**config.mk**
```make
export PLATFORM = sky130hd
export DESIGN_NAME = ppu_vram_port
export DESIGN_NICKNAME = d
export VERILOG_FILES = /design/src/rtl/ppu_pkg.sv /design/src/rtl/ppu_vaddr_counter.sv /design/src/rtl/ppu_vram_port.sv
export SDC_FILE = /design/constraint.sdc
export NUM_CORES = 1
export LEC_CHECK = 0
export BUFFER_PORTS_ARGS = -buffer_cell sky130_fd_sc_hd__buf_2
export CORE_ASPECT_RATIO = 0.6
export CORE_MARGIN = 8
export CORE_UTILIZATION = 30
export CTS_CLUSTER_SIZE = 8
export DETAILED_ROUTE_END_ITERATION = 7
export PLACE_DENSITY = 0.48
export SYNTH_ARGS = -nofsm -noshare
export SYNTH_HDL_FRONTEND = slang
export SYNTH_SLANG_ARGS = --single-unit
```
**constraint.sdc**
```tcl
create_clock -name clk -period 2.5 [get_ports clk]
set_input_delay 0.375 -clock clk [delete_from_list [all_inputs] [get_ports clk]]
set_output_delay 0.375 -clock clk [all_outputs]
set_load 0.01 [all_outputs]
```
**src/rtl/ppu_pkg.sv**
```systemverilog
// Shared types and constants for the PPU VRAM data port.
package ppu_pkg;

  typedef enum logic [1:0] {
    S_IDLE,
    S_WR,
    S_RD,
    S_DONE
  } ppu_vram_state_t;

  localparam int INC_1  = 1;
  localparam int INC_32 = 32;

  localparam logic [5:0] PAL_HI_DEF = 6'h3F;

endpackage

```
**src/rtl/ppu_vaddr_counter.sv**
```systemverilog
// Current VRAM address: direct load, deferred load while busy,
// and post-access increment by 1 or 32 with natural wrap.
module ppu_vaddr_counter
  import ppu_pkg::*;
#(
  parameter int ADDR_W = 14
) (
  input  logic              clk,
  input  logic              rst_n,
  input  logic              load_en,
  input  logic [ADDR_W-1:0] load_val,
  input  logic              hold_en,
  input  logic              step_en,
  input  logic              inc_32,
  output logic [ADDR_W-1:0] cur_addr
);

  logic [ADDR_W-1:0] cur_q, cur_d;
  logic [ADDR_W-1:0] pend_q, pend_d;
  logic              pend_v_q, pend_v_d;
  logic [ADDR_W-1:0] step;

  assign step = inc_32 ? ADDR_W'(INC_32) : ADDR_W'(INC_1);

  always_comb begin
    cur_d    = cur_q;
    pend_d   = pend_q;
    pend_v_d = pend_v_q;
    if (step_en) begin
      cur_d    = pend_v_q ? pend_q : cur_q + step;
      pend_v_d = 1'b0;
    end
    // A load in the completion cycle is the latest one, so it wins.
    if (load_en) begin
      if (hold_en && !step_en) begin
        pend_d   = load_val;
        pend_v_d = 1'b1;
      end else begin
        cur_d = load_val;
      end
    end
  end

  always_ff @(posedge clk or negedge rst_n) begin
    if (!rst_n) begin
      cur_q    <= '0;
      pend_q   <= '0;
      pend_v_q <= 1'b0;
    end else begin
      cur_q    <= cur_d;
      pend_q   <= pend_d;
      pend_v_q <= pend_v_d;
    end
  end

  assign cur_addr = cur_q;

endmodule

```
**src/rtl/ppu_vram_port.sv**
```systemverilog
// PPUDATA access engine: buffered VRAM reads, palette bypass,
// writes via req/ack, and address auto-increment.
module ppu_vram_port
  import ppu_pkg::*;
#(
  parameter int ADDR_W = 14,
  parameter int DATA_W = 8,
  parameter logic [ADDR_W-9:0] PAL_HI = (ADDR_W-8)'(PAL_HI_DEF)
) (
  input  logic              clk,
  input  logic              rst_n,
  input  logic              addr_load_en,
  input  logic [ADDR_W-1:0] addr_load_val,
  input  logic              inc_32,
  input  logic              data_write_en,
  input  logic [DATA_W-1:0] data_in,
  input  logic              data_read_en,
  output logic [DATA_W-1:0] data_out,
  output logic              rd_valid,
  output logic              data_write_complete,
  output logic              busy,
  output logic              overrun,
  output logic [ADDR_W-1:0] cur_addr,
  output logic              vram_req,
  output logic              vram_we,
  output logic [ADDR_W-1:0] vram_addr,
  output logic [DATA_W-1:0] vram_wdata,
  input  logic [DATA_W-1:0] vram_rdata,
  input  logic              vram_ack
);

  ppu_vram_state_t   state_q, state_d;
  logic              acc_we_q, acc_we_d;
  logic              pal_q, pal_d;
  logic [ADDR_W-1:0] vaddr_q, vaddr_d;
  logic [DATA_W-1:0] wdata_q, wdata_d;
  logic [DATA_W-1:0] rbuf_q, rbuf_d;
  logic [DATA_W-1:0] dout_q, dout_d;
  logic              rdv_q, rdv_d;
  logic              ovr_q, ovr_d;
  logic              drop;
  logic              ack_step;
  logic              is_pal;

  assign is_pal = (cur_addr[ADDR_W-1:8] == PAL_HI);

  always_comb begin
    state_d  = state_q;
    acc_we_d = acc_we_q;
    pal_d    = pal_q;
    vaddr_d  = vaddr_q;
    wdata_d  = wdata_q;
    rbuf_d   = rbuf_q;
    dout_d   = dout_q;
    rdv_d    = 1'b0;
    drop     = 1'b0;
    ack_step = 1'b0;
    unique case (state_q)
      S_IDLE: begin
        if (data_write_en) begin
          acc_we_d = 1'b1;
          vaddr_d  = cur_addr;
          wdata_d  = data_in;
          state_d  = S_WR;
          drop     = data_read_en;
        end else if (data_read_en) begin
          acc_we_d = 1'b0;
          vaddr_d  = cur_addr;
          pal_d    = is_pal;
          state_d  = S_RD;
          // Non-palette reads return the stale buffer immediately.
          if (!is_pal) begin
            dout_d = rbuf_q;
            rdv_d  = 1'b1;
          end
        end
      end
      S_WR, S_RD: begin
        drop = data_write_en | data_read_en;
        if (vram_ack) begin
          state_d  = S_DONE;
          ack_step = 1'b1;
          if (state_q == S_RD) begin
            rbuf_d = vram_rdata;
            if (pal_q) begin
              dout_d = vram_rdata;
              rdv_d  = 1'b1;
            end
          end
        end
      end
      S_DONE: begin
        drop    = data_write_en | data_read_en;
        state_d = S_IDLE;
      end
      default: state_d = S_IDLE;
    endcase
    ovr_d = drop ? 1'b1 : (addr_load_en ? 1'b0 : ovr_q);
  end

  always_ff @(posedge clk or negedge rst_n) begin
    if (!rst_n) begin
      state_q  <= S_IDLE;
      acc_we_q <= 1'b0;
      pal_q    <= 1'b0;
      vaddr_q  <= '0;
      wdata_q  <= '0;
      rbuf_q   <= '0;
      dout_q   <= '0;
      rdv_q    <= 1'b0;
      ovr_q    <= 1'b0;
    end else begin
      state_q  <= state_d;
      acc_we_q <= acc_we_d;
      pal_q    <= pal_d;
      vaddr_q  <= vaddr_d;
      wdata_q  <= wdata_d;
      rbuf_q   <= rbuf_d;
      dout_q   <= dout_d;
      rdv_q    <= rdv_d;
      ovr_q    <= ovr_d;
    end
  end

  ppu_vaddr_counter #(
    .ADDR_W(ADDR_W)
  ) u_vaddr (
    .clk      (clk),
    .rst_n    (rst_n),
    .load_en  (addr_load_en),
    .load_val (addr_load_val),
    .hold_en  (vram_req),
    .step_en  (ack_step),
    .inc_32   (inc_32),
    .cur_addr (cur_addr)
  );

  assign vram_req            = (state_q == S_WR) || (state_q == S_RD);
  assign vram_we             = (state_q == S_WR);
  assign busy                = (state_q != S_IDLE);
  assign data_write_complete = (state_q == S_DONE) && acc_we_q;
  assign vram_addr           = vaddr_q;
  assign vram_wdata          = wdata_q;
  assign data_out            = dout_q;
  assign rd_valid            = rdv_q;
  assign overrun             = ovr_q;

endmodule

```
==> results of run 1 <==
-- cell type report --
class	count	share of cell area
Timing Repair Buffer	98	0.1159
Multi-Input combinational cell	220	0.3715
Tap cell	165	0.04449
Sequential cell	73	0.3936
Clock inverter	3	0.008628
Inverter	13	0.01051
Clock buffer	12	0.05527
-- routing by layer --
metal / vias up / GRT usage / part of all wire
li1: 1396 / - / -
met1: 1475 / 0.1992 / 0.52
met2: 89 / 0.1840 / 0.40
met3: 9 / 0.03942 / 0.065
met4: 0 / 0.03893 / 0.0091
met5: - / 0 / 0
-- placed cells by master, fill, tap and decap left out, types with 9 or more instances in the layout --
| cell type | netlist | routed |
|---|---|---|
| buf_2 | 5 | 85 |
| dfrtp_1 | 73 | 73 |
| mux2_2 | 45 | 45 |
| nand2_1 | 25 | 25 |
| a21oi_1 | 15 | 15 |
| o21ai_0 | 14 | 14 |
| inv_1 | 12 | 12 |
| nand3_1 | 12 | 12 |
| mux2_1 | 12 | 12 |
| buf_4 | 0 | 11 |
| clkbuf_16 | 0 | 9 |
-- worst max-delay path: cells and delay by family, from the launching register on --
kind / cells / cell delay [ns]
AO/OA/AOI/OAI: 2 / 0.71
multiplexers: 1 / 0.36
flip-flops: 1 / 0.43
buffers and inverters: 1 / 0.13
adder cells (fa/ha/maj): 1 / 0.29
AND/OR/NAND/NOR: 1 / 0.14
-- worst paths after layout --
check,slack [ns],endpoint,start
min in group asynchronous,0.39,vram_wdata[2]$_DFFE_PN0P_,rst_n
setup reg to reg,0.31,data_out[7]$_DFFE_PN0P_,state_q[0]$_DFFE_PN0P_
setup / recovery,0.31,data_out[7]$_DFFE_PN0P_,state_q[0]$_DFFE_PN0P_
hold reg to reg,0.47,acc_we_q$_DFFE_PN0P_,acc_we_q$_DFFE_PN0P_
max in group asynchronous,1.55,u_vaddr.cur_addr[10]$_DFF_PN0_,rst_n
hold / removal,0.27,u_vaddr.cur_addr[4]$_DFF_PN0_,addr_load_val[4]
-- sequential cells by signal, summed over array words and instances (netlist names), named ones only --
register,count
vram_wdata,8
rd_valid,1
rbuf_q,8
overrun,1
u_vaddr.pend_q,14
acc_we_q,1
u_vaddr.cur_addr,14
state_q,2
pal_q,1
data_out,8
vram_addr,14
-- report_power, final --
part	leakage (nW)	internal [W]	switching, W
clock	0.148	0.000818	0.000481
sequential	0.879	0.00176	0.000487
combinational	1.07	0.00143	0.00159
total	2.09	0.00401	0.00256
-- repair_timing --
| item | 4_1_cts | 5_1_grt |
|---|---|---|
| hold buffers | 1 | 0 |
| gates resized for setup | 0 | 0 |
| hold endpoints to repair | 4 | 0 |
-- logic make-up (layout without fill, tap and decap cells) --
logic type,count (synthesis),after routing,share of synthesized area
flops,73,73,0.4958
mux,60,60,0.1823
fa+ha+maj,9,9,0.02988
simple gates,72,72,0.09983
buf+inv,32,126,0.03633
compound gates,79,79,0.1559
-- through the flow --
| stage | cell area (µm²) | utilization |
|---|---|---|
| 3_5_place_dp | 4334 | 0.3605 |
| 4_1_cts | 4641 | 0.3860 |
| 6_report | 4641 | 0.3860 |
| 3_3_place_gp | 4334 | 0.3605 |
| 2_1_floorplan | 3685 | - |
| 5_1_grt | 4641 | 0.3860 |
==> metrics, run 1 <==
Routed WL per cell=18.22 µm; critical path peak fanout=8; drt total wl=10640 µm; PD cells=1416 nW/µm²; footprint of the multi-input gates=1724 µm²; clock buffer depth=2; Tmin final=2.193 ns; Reg2Reg Depth=6; first-pass GRT wire length=17190 µm; outcome=complete, no violations; Tot GR Track Use=0.1347; RePlAce Congestion=0.8014; final worst slack=0.3074 ns; Post-Syn Nets=370; largest net degree at the start of global routing=70; Finished Layout Cells=584; io pins=87; ys flop type=dfrtp_1; worst slew pin tran=0.6528 ns; Seq/Total Area, Yosys=0.4958; f_max=456.1 MHz; Nets=460; global route overflow=0; final period utilization=0.8771; DR DRC count=0; full die area=16200 µm²; H-tree depth=3; root buffer cell=clkbuf_16; Leak=2.094 nW; type of the worst min-delay path=in2reg; max_cap viols=0; Die W=159.1 µm; synthesized flop and latch total=73; worst vdd ir=0.0004076 V; num rows=31; post-route ant nets=0; DP Cell Count=568; Hold Path Depth=3; most instantiated cells after synthesis=dfrtp_1, mux2_2, nand2_1, a21oi_1, o21ai_0; clock slew at reported path FFs=0.06 ns; input/output buffers=86; number of distinct library cells after synthesis=58; Synth Area per Inst=11.34 µm²; drt first pass iters=4; Core Area=12020 µm²; async set-reset flop share out of synthesis=1.000; final setup vio count=0; Reg area=1827 µm²; count leader, synth=dfrtp_1; antenna diode count=0; Yosys Warn Count=0; Max-Slew Margin vs Limit=0.5591; clock skew=0.007869 ns; top cell type's share of synthesized area=0.4958; Req. time, crit path=2.71 ns; TritonCTS Buffers=9; slowest stage delay, CP=0.43 ns; post-DP HPWL=7763 µm; max-slew violation count=0; area grow syn2layout=25.94%; Post-synth EDFFs=0; pre-CTS WS=0.2640 ns; number of global-route vias before repair=3032; initial drt markers=207; Power Total=0.006569 W; setup TNS=0 ns; clk sinks=73; DR vias=2969; Die Ht=101.8 µm; vias per cell=5.084; CTS tree=yes; post-synthesis cell count=325; cell taking the most area after synthesis=dfrtp_1; worst-skew pair later-pin latency=0.34 ns; startpoint types=flop; post-CTS setup buffer count=0; Initial Util=0.3065; Worst Path Arrival=2.41 ns; layout cell share with drive strength beyond 1=0.3842; crit-path cells=inv_1, ha_1, nand2b_1, a311o_1, a21oi_4, mux2_1; Post-Syn Area=3685 µm²; synth top area cells=dfrtp_1, mux2_2, mux2_1, ha_1, nand2_1; initial antenna violation count=0; worst hold slack=0.2675 ns; RSZ-0062 raised after global routing=no; slowest CP cell=dfrtp_1; fill count=1215; CP Capture Type=flop; WS Path Type=reg2reg; endpoints failing hold=0
Power figures use the tool's default switching activity.
==> run 2: changes to the inputs <==
--- a/config.mk
+++ b/config.mk
@@ -12,6 +12,8 @@
 export CTS_CLUSTER_SIZE = 8
 export DETAILED_ROUTE_END_ITERATION = 7
 export PLACE_DENSITY = 0.48
+export SLEW_MARGIN = 10
 export SYNTH_ARGS = -nofsm -noshare
 export SYNTH_HDL_FRONTEND = slang
+export SYNTH_HIERARCHICAL = 1
 export SYNTH_SLANG_ARGS = --single-unit
==> run 2 against run 1 <==
Against the previous run: combinational power fell by 3%; routed wire length fell by 11%; sequential power rose by 2%; design area fell by 1.3%; synthesized area fell by 3.4%; worst hold slack got worse by 0.25 ns; register-to-register slack got worse by 0.13 ns; flip-flop and latch count did not move; critical endpoint is now u_vaddr/cur_addr[10]$_DFF_PN0_; largest power group unchanged.
==> metrics, run 2 <==
CTS resizes=0 (unchanged); Post-Syn Nets=346 (-6.5%); initial drt markers=166 (-20%); largest net degree at the start of global routing=39 (-44%); Cell Area, Placed=4213 µm² (-2.8%); antenna diode count=0 (unchanged); final setup vio count=0 (unchanged); DR DRC count=0 (unchanged); fill count=1140 (-6.2%); async set-reset flop share out of synthesis=1.000 (unchanged); Core Area=11450 µm² (-4.8%); slowest CP cell=ha_1; Worst Path Arrival=2.56 ns (+0.15 ns); post-CTS setup buffer count=0 (unchanged); setup TNS=0 ns (unchanged); max-slew violation count=0 (unchanged); Nets=439 (-4.6%); TritonCTS Buffers=9 (unchanged); first-pass GRT wire length=15770 µm (-8.3%); full die area=15720 µm² (-3.0%); Initial Util=0.3109 (+0.004477); worst vdd ir=0.0004738 V (+16%); RePlAce Congestion=0.7619 (-4.9%); ys flop type=dfrtp_1; cell area after layout=4581 µm² (-1.3%); Seq/Total Area, Yosys=0.5132 (+0.01743); outcome=complete, no violations; CTS tree=yes; slowest stage delay, CP=0.43 ns (about the same); startpoint types=flop; drt total wl=9508 µm (-11%); H-tree depth=3 (unchanged); clock buffer depth=2 (unchanged); cell taking the most area after synthesis=dfrtp_1; f_max=430.3 MHz (-5.7%); io pins=87 (unchanged); critical path peak fanout=28 (+20); PD cells=1490 nW/µm² (+5.3%); DR vias=2726 (-8.2%); vias per cell=4.877 (-4.1%); Synth Area per Inst=11.83 µm² (+4.3%); most instantiated cells after synthesis=dfrtp_1, mux2_2, nand2_1, o21ai_0, nor2_1; Req. time, crit path=2.73 ns (+0.02 ns); Die Ht=100.4 µm (-1.4%); WS Path Type=reg2reg; Leak=2.138 nW (+2.1%); Yosys Warn Count=6 (+6); num rows=30 (-3.2%); CP Buf/Inv Count=3 (+2); clock skew=0.005870 ns (-0.001998 ns); Max-Slew Margin vs Limit=0.4719 (-0.08720); Tot GR Track Use=0.1287 (-0.005946); crit-path cells=inv_1, ha_1, nand2_1, inv_1, buf_4, and2b_1, nand2_1, a41oi_1, o21ai_0, o311ai_1; number of global-route vias before repair=2895 (-4.5%); Post-synth EDFFs=0 (unchanged); Routed WL per cell=17.01 µm (-6.6%); endpoints failing hold=0 (unchanged); Die W=156.6 µm (-1.5%); cts hold-fix bufs=0 (-1); Tmin final=2.324 ns (+0.1314 ns); initial antenna violation count=1 (+1); synthesized flop and latch total=73 (unchanged); worst-skew pair later-pin latency=0.34 ns (about the same); global route overflow=0 (unchanged); commonest non-fill, non-tap cell in the layout=buf_2; number of distinct library cells after synthesis=46 (-21%); clk sinks=73 (unchanged); drt first pass iters=4 (unchanged); Post-Syn Area=3560 µm² (-3.4%); RSZ-0062 raised after global routing=no; worst slew pin tran=0.7869 ns (+0.1341 ns); area grow syn2layout=28.68%; CP Capture Type=flop; post-synthesis cell count=301 (-7.4%); most frequent cells in the layout=buf_2, dfrtp_1, mux2_2; CP delay by family, top=simple AND/OR/NAND/NOR gates; max_cap viols=0 (unchanged); final period utilization=0.9296 (+0.05258); synth top area cells=dfrtp_1, mux2_2, mux2_4, ha_1, nand2_1; root buffer cell=clkbuf_16; layout cell share with drive strength beyond 1=0.4436 (+0.05936); top cell type's share of synthesized area=0.5132 (+0.01743); post-route ant nets=0 (unchanged); type of the worst min-delay path=in2async; count leader, synth=dfrtp_1; post-DP HPWL=7097 µm (-8.6%); clock slew at reported path FFs=0.06 ns (about the same); input/output buffers=86 (unchanged)
==> run 2: changes by cell type after synthesis, sizes merged, moves of 4 or more <==
cell and delta:
a31oi -9, nor2 +9, clkbuf -7, o21ai +6
a21oi -5, inv -4
==> run 2: path summary, 6_finish.rpt <==
path                                             start  slack [ns]  cells after the start                             end
worst max-delay path            state_q[0]$_DFFE_PN0P_        0.18                     10  u_vaddr/cur_addr[10]$_DFF_PN0_
worst min-delay path                             rst_n        0.02                      1   u_vaddr/pend_q[1]$_DFFE_PN0P_
worst max register to register  state_q[0]$_DFFE_PN0P_        0.18                     10  u_vaddr/cur_addr[10]$_DFF_PN0_
min in group clk                            data_in[7]        0.27                      2       vram_wdata[7]$_DFFE_PN0P_
max in group asynchronous                        rst_n        1.90                      2             overrun$_DFFE_PN0P_
worst min register to register    acc_we_q$_DFFE_PN0P_        0.47                      2            acc_we_q$_DFFE_PN0P_
==> run 2: through the flow <==
stage               power [W]  hold slack [ns]    util  worst slack, ns  cells
finish               0.006826          0.01553  0.4001           0.1759    559
global route         0.007331          0.03988  0.4001         0.001941    559
CTS                  0.006926          0.02359  0.4001           0.2000    559
detailed placement   0.005295           0.3957  0.3680           0.2115    543
global placement     0.005239           0.3884  0.3680           0.3661    543
floorplan            0.004214          0.07941       -           0.5449    301
==> run 2: cells by family after synthesis <==
| kind of cell | count (synthesis) | synth area share |
|---|---|---|
| flops | 73 | 0.5132 |
| compound gates | 55 | 0.1016 |
| buf+inv | 21 | 0.02882 |
| mux | 66 | 0.2151 |
| xor+xnor | 2 | 0.004922 |
| simple gates | 76 | 0.1083 |
| fa+ha+maj | 8 | 0.02812 |
==> run 2: cell type report <==
type | instances | area [µm²] | area share
inverter | 8 | 30.03 | 0.006556
clock inverter | 7 | 142.6 | 0.03114
tap | 160 | 200.2 | 0.04370
clock buffer | 9 | 225.2 | 0.04917
multi-input combinational | 207 | 1630 | 0.3559
sequential | 73 | 1827 | 0.3988
timing repair buffer | 95 | 525.5 | 0.1147
==> run 2: power by group <==
part | leakage (nW) | switching, W | internal [W]
Combinational | 1.08 | 0.00142 | 0.00151
Clock | 0.180 | 0.000513 | 0.00108
Sequential | 0.875 | 0.000525 | 0.00178
==> run 2: layer usage <==
| metal | global-route usage | up-vias | wire length, µm |
|---|---|---|---|
| li1 | - | 1288 | - |
| met1 | 0.1735 | 1328 | 4683 |
| met2 | 0.1828 | 95 | 4001 |
| met3 | 0.04590 | 13 | 669 |
| met4 | 0.05143 | 2 | 143 |
| met5 | 0 | - | 11 |
==> run 3: changes to the inputs <==
==> constraint.sdc (replaced) <==
create_clock -name clk -period 2.3 [get_ports clk]
set_input_delay 0.345 -clock clk [delete_from_list [all_inputs] [get_ports clk]]
set_output_delay 0.345 -clock clk [all_outputs]
set_load 0.01 [all_outputs]
==> run 3 against run 2 <==
Against the previous run: critical path depth down 1; via count up 0.51%; register-to-register slack better by 0.07 ns; sequential share of layout area up 0.51 points; non-clock buffer count unchanged; critical path type unchanged.
==> metrics, run 3 (same netlist as run 2, synthesis figures left out) <==
initial drt markers=174 (+4.8%); clock slew at reported path FFs=0.06 ns (about the same); number of global-route vias before repair=2790 (-3.6%); TritonCTS Buffers=9 (unchanged); Max-Slew Margin vs Limit=0.5709 (+0.09900); most frequent cells in the layout=buf_2, dfrtp_1, mux2_2; CTS tree=yes; initial antenna violation count=1 (unchanged); drt first pass iters=5 (+1); DR DRC count=0 (unchanged); Cell Area, Placed=4213 µm² (unchanged); global route overflow=0 (unchanged); CP Capture Type=flop; setup TNS=0 ns (unchanged); full die area=15720 µm² (unchanged); io pins=87 (unchanged); clock buffer depth=2 (unchanged); endpoints failing hold=0 (unchanged); root buffer cell=clkbuf_16; Die W=156.6 µm (unchanged); max_cap viols=0 (unchanged); final period utilization=0.8915 (-0.03818); layout cell share with drive strength beyond 1=0.4497 (+0.006140); Tmin final=2.050 ns (-0.2737 ns); RSZ-0062 raised after global routing=no; critical path peak fanout=9 (-68%); PD cells=1584 nW/µm² (+6.3%); H-tree depth=3 (unchanged); type of the worst min-delay path=in2async; Initial Util=0.3109 (unchanged); Routed WL per cell=17.51 µm (+2.9%); Die Ht=100.4 µm (unchanged); post-route ant nets=0 (unchanged); commonest non-fill, non-tap cell in the layout=buf_2; max-slew violation count=0 (unchanged); first-pass GRT wire length=15590 µm (-1.1%); CTS resizes=0 (unchanged); cts hold-fix bufs=0 (unchanged); WS Path Type=reg2reg; outcome=complete, no violations; clk sinks=73 (unchanged); clock skew=0.005974 ns (+0.0001034 ns); worst slew pin tran=0.6437 ns (-0.1432 ns); vias per cell=4.910 (+0.69%); Worst Path Arrival=2.26 ns (-0.30 ns); Nets=439 (unchanged); area grow syn2layout=27.14%; worst hold slack=0.02792 ns (+0.01239 ns); drt total wl=9769 µm (+2.7%); num rows=30 (unchanged); f_max=487.7 MHz (+13%); worst vdd ir=0.0004426 V (-6.6%); antenna diode count=0 (unchanged); Tot GR Track Use=0.1273 (-0.001405); DR vias=2740 (+0.51%); post-CTS setup buffer count=0 (unchanged); post-DP HPWL=7132 µm (+0.50%); cell area after layout=4526 µm² (-1.2%); Req. time, crit path=2.51 ns (-0.22 ns); Core Area=11450 µm² (unchanged); worst-skew pair later-pin latency=0.33 ns (about the same); final setup vio count=0 (unchanged); largest net degree at the start of global routing=46 (+18%); Leak=2.106 nW (-1.5%); RePlAce Congestion=0.7676 (+0.75%); startpoint types=flop; input/output buffers=86 (unchanged)
[run 3: area by class of cell]
| type | instances | area, µm² |
|---|---|---|
| Timing Repair Buffer | 95 | 525.5 |
| Inverter | 8 | 30.03 |
| Tap cell | 160 | 200.2 |
| Fill cell | 1136 | 6923 |
| Clock inverter | 3 | 40.04 |
| Clock buffer | 12 | 256.5 |
| Multi-Input combinational cell | 207 | 1645 |
| Sequential cell | 73 | 1828 |
[run 3: power by group]
group	total [W]	internal (W)	leakage, nW	switching [W]
sequential	0.00249	0.00193	0.874	0.000555
combinational	0.00328	0.00167	1.08	0.00160
clock	0.00140	0.000889	0.148	0.000512
total	0.00717	0.00450	2.11	0.00267
[run 3: path summary, 6_finish.rpt]
| path | end | start | slack (ns) | depth (start not counted) |
|---|---|---|---|---|
| max reg2reg | u_vaddr/cur_addr[2]$_DFF_PN0_ | state_q[0]$_DFFE_PN0P_ | 0.25 | 9 |
| max in group asynchronous | state_q[0]$_DFFE_PN0P_ | rst_n | 1.68 | 2 |
| min in group clk | vram_wdata[3]$_DFFE_PN0P_ | data_in[3] | 0.24 | 2 |
| min reg2reg | acc_we_q$_DFFE_PN0P_ | acc_we_q$_DFFE_PN0P_ | 0.48 | 2 |
| max | u_vaddr/cur_addr[2]$_DFF_PN0_ | state_q[0]$_DFFE_PN0P_ | 0.25 | 9 |
| min | u_vaddr/pend_q[1]$_DFFE_PN0P_ | rst_n | 0.03 | 1 |
[run 3: routing by layer]
metal / share of wire / GRT usage
met1: 0.51 / 0.1800
met3: 0.065 / 0.04076
met5: 0.0010 / 0
met4: 0.012 / 0.03747
met2: 0.42 / 0.1795
[run 3: metrics by stage]
| step | util | total power (W) | std cells | setup WS, ns |
|---|---|---|---|---|
| detailed placement | 0.3680 | 0.005766 | 543 | 0.1198 |
| CTS | 0.3939 | 0.007224 | 558 | 0.1037 |
| global placement | 0.3680 | 0.005718 | 543 | 0.2143 |
| global route | 0.3953 | 0.007706 | 558 | 0.05509 |
| finish | 0.3953 | 0.007169 | 558 | 0.2497 |
| floorplan | - | 0.004580 | 301 | 0.3449 |
[run 3: worst max-delay path, cell delays in order, from the launching register on]
cell      delay [ns]
dfrtp_2         0.44
inv_1           0.14
ha_4            0.24
nand2_1         0.09
inv_1           0.08
nand2b_1        0.15
and2_2          0.27
buf_4           0.18
a221oi_1        0.25
nor2_1          0.09
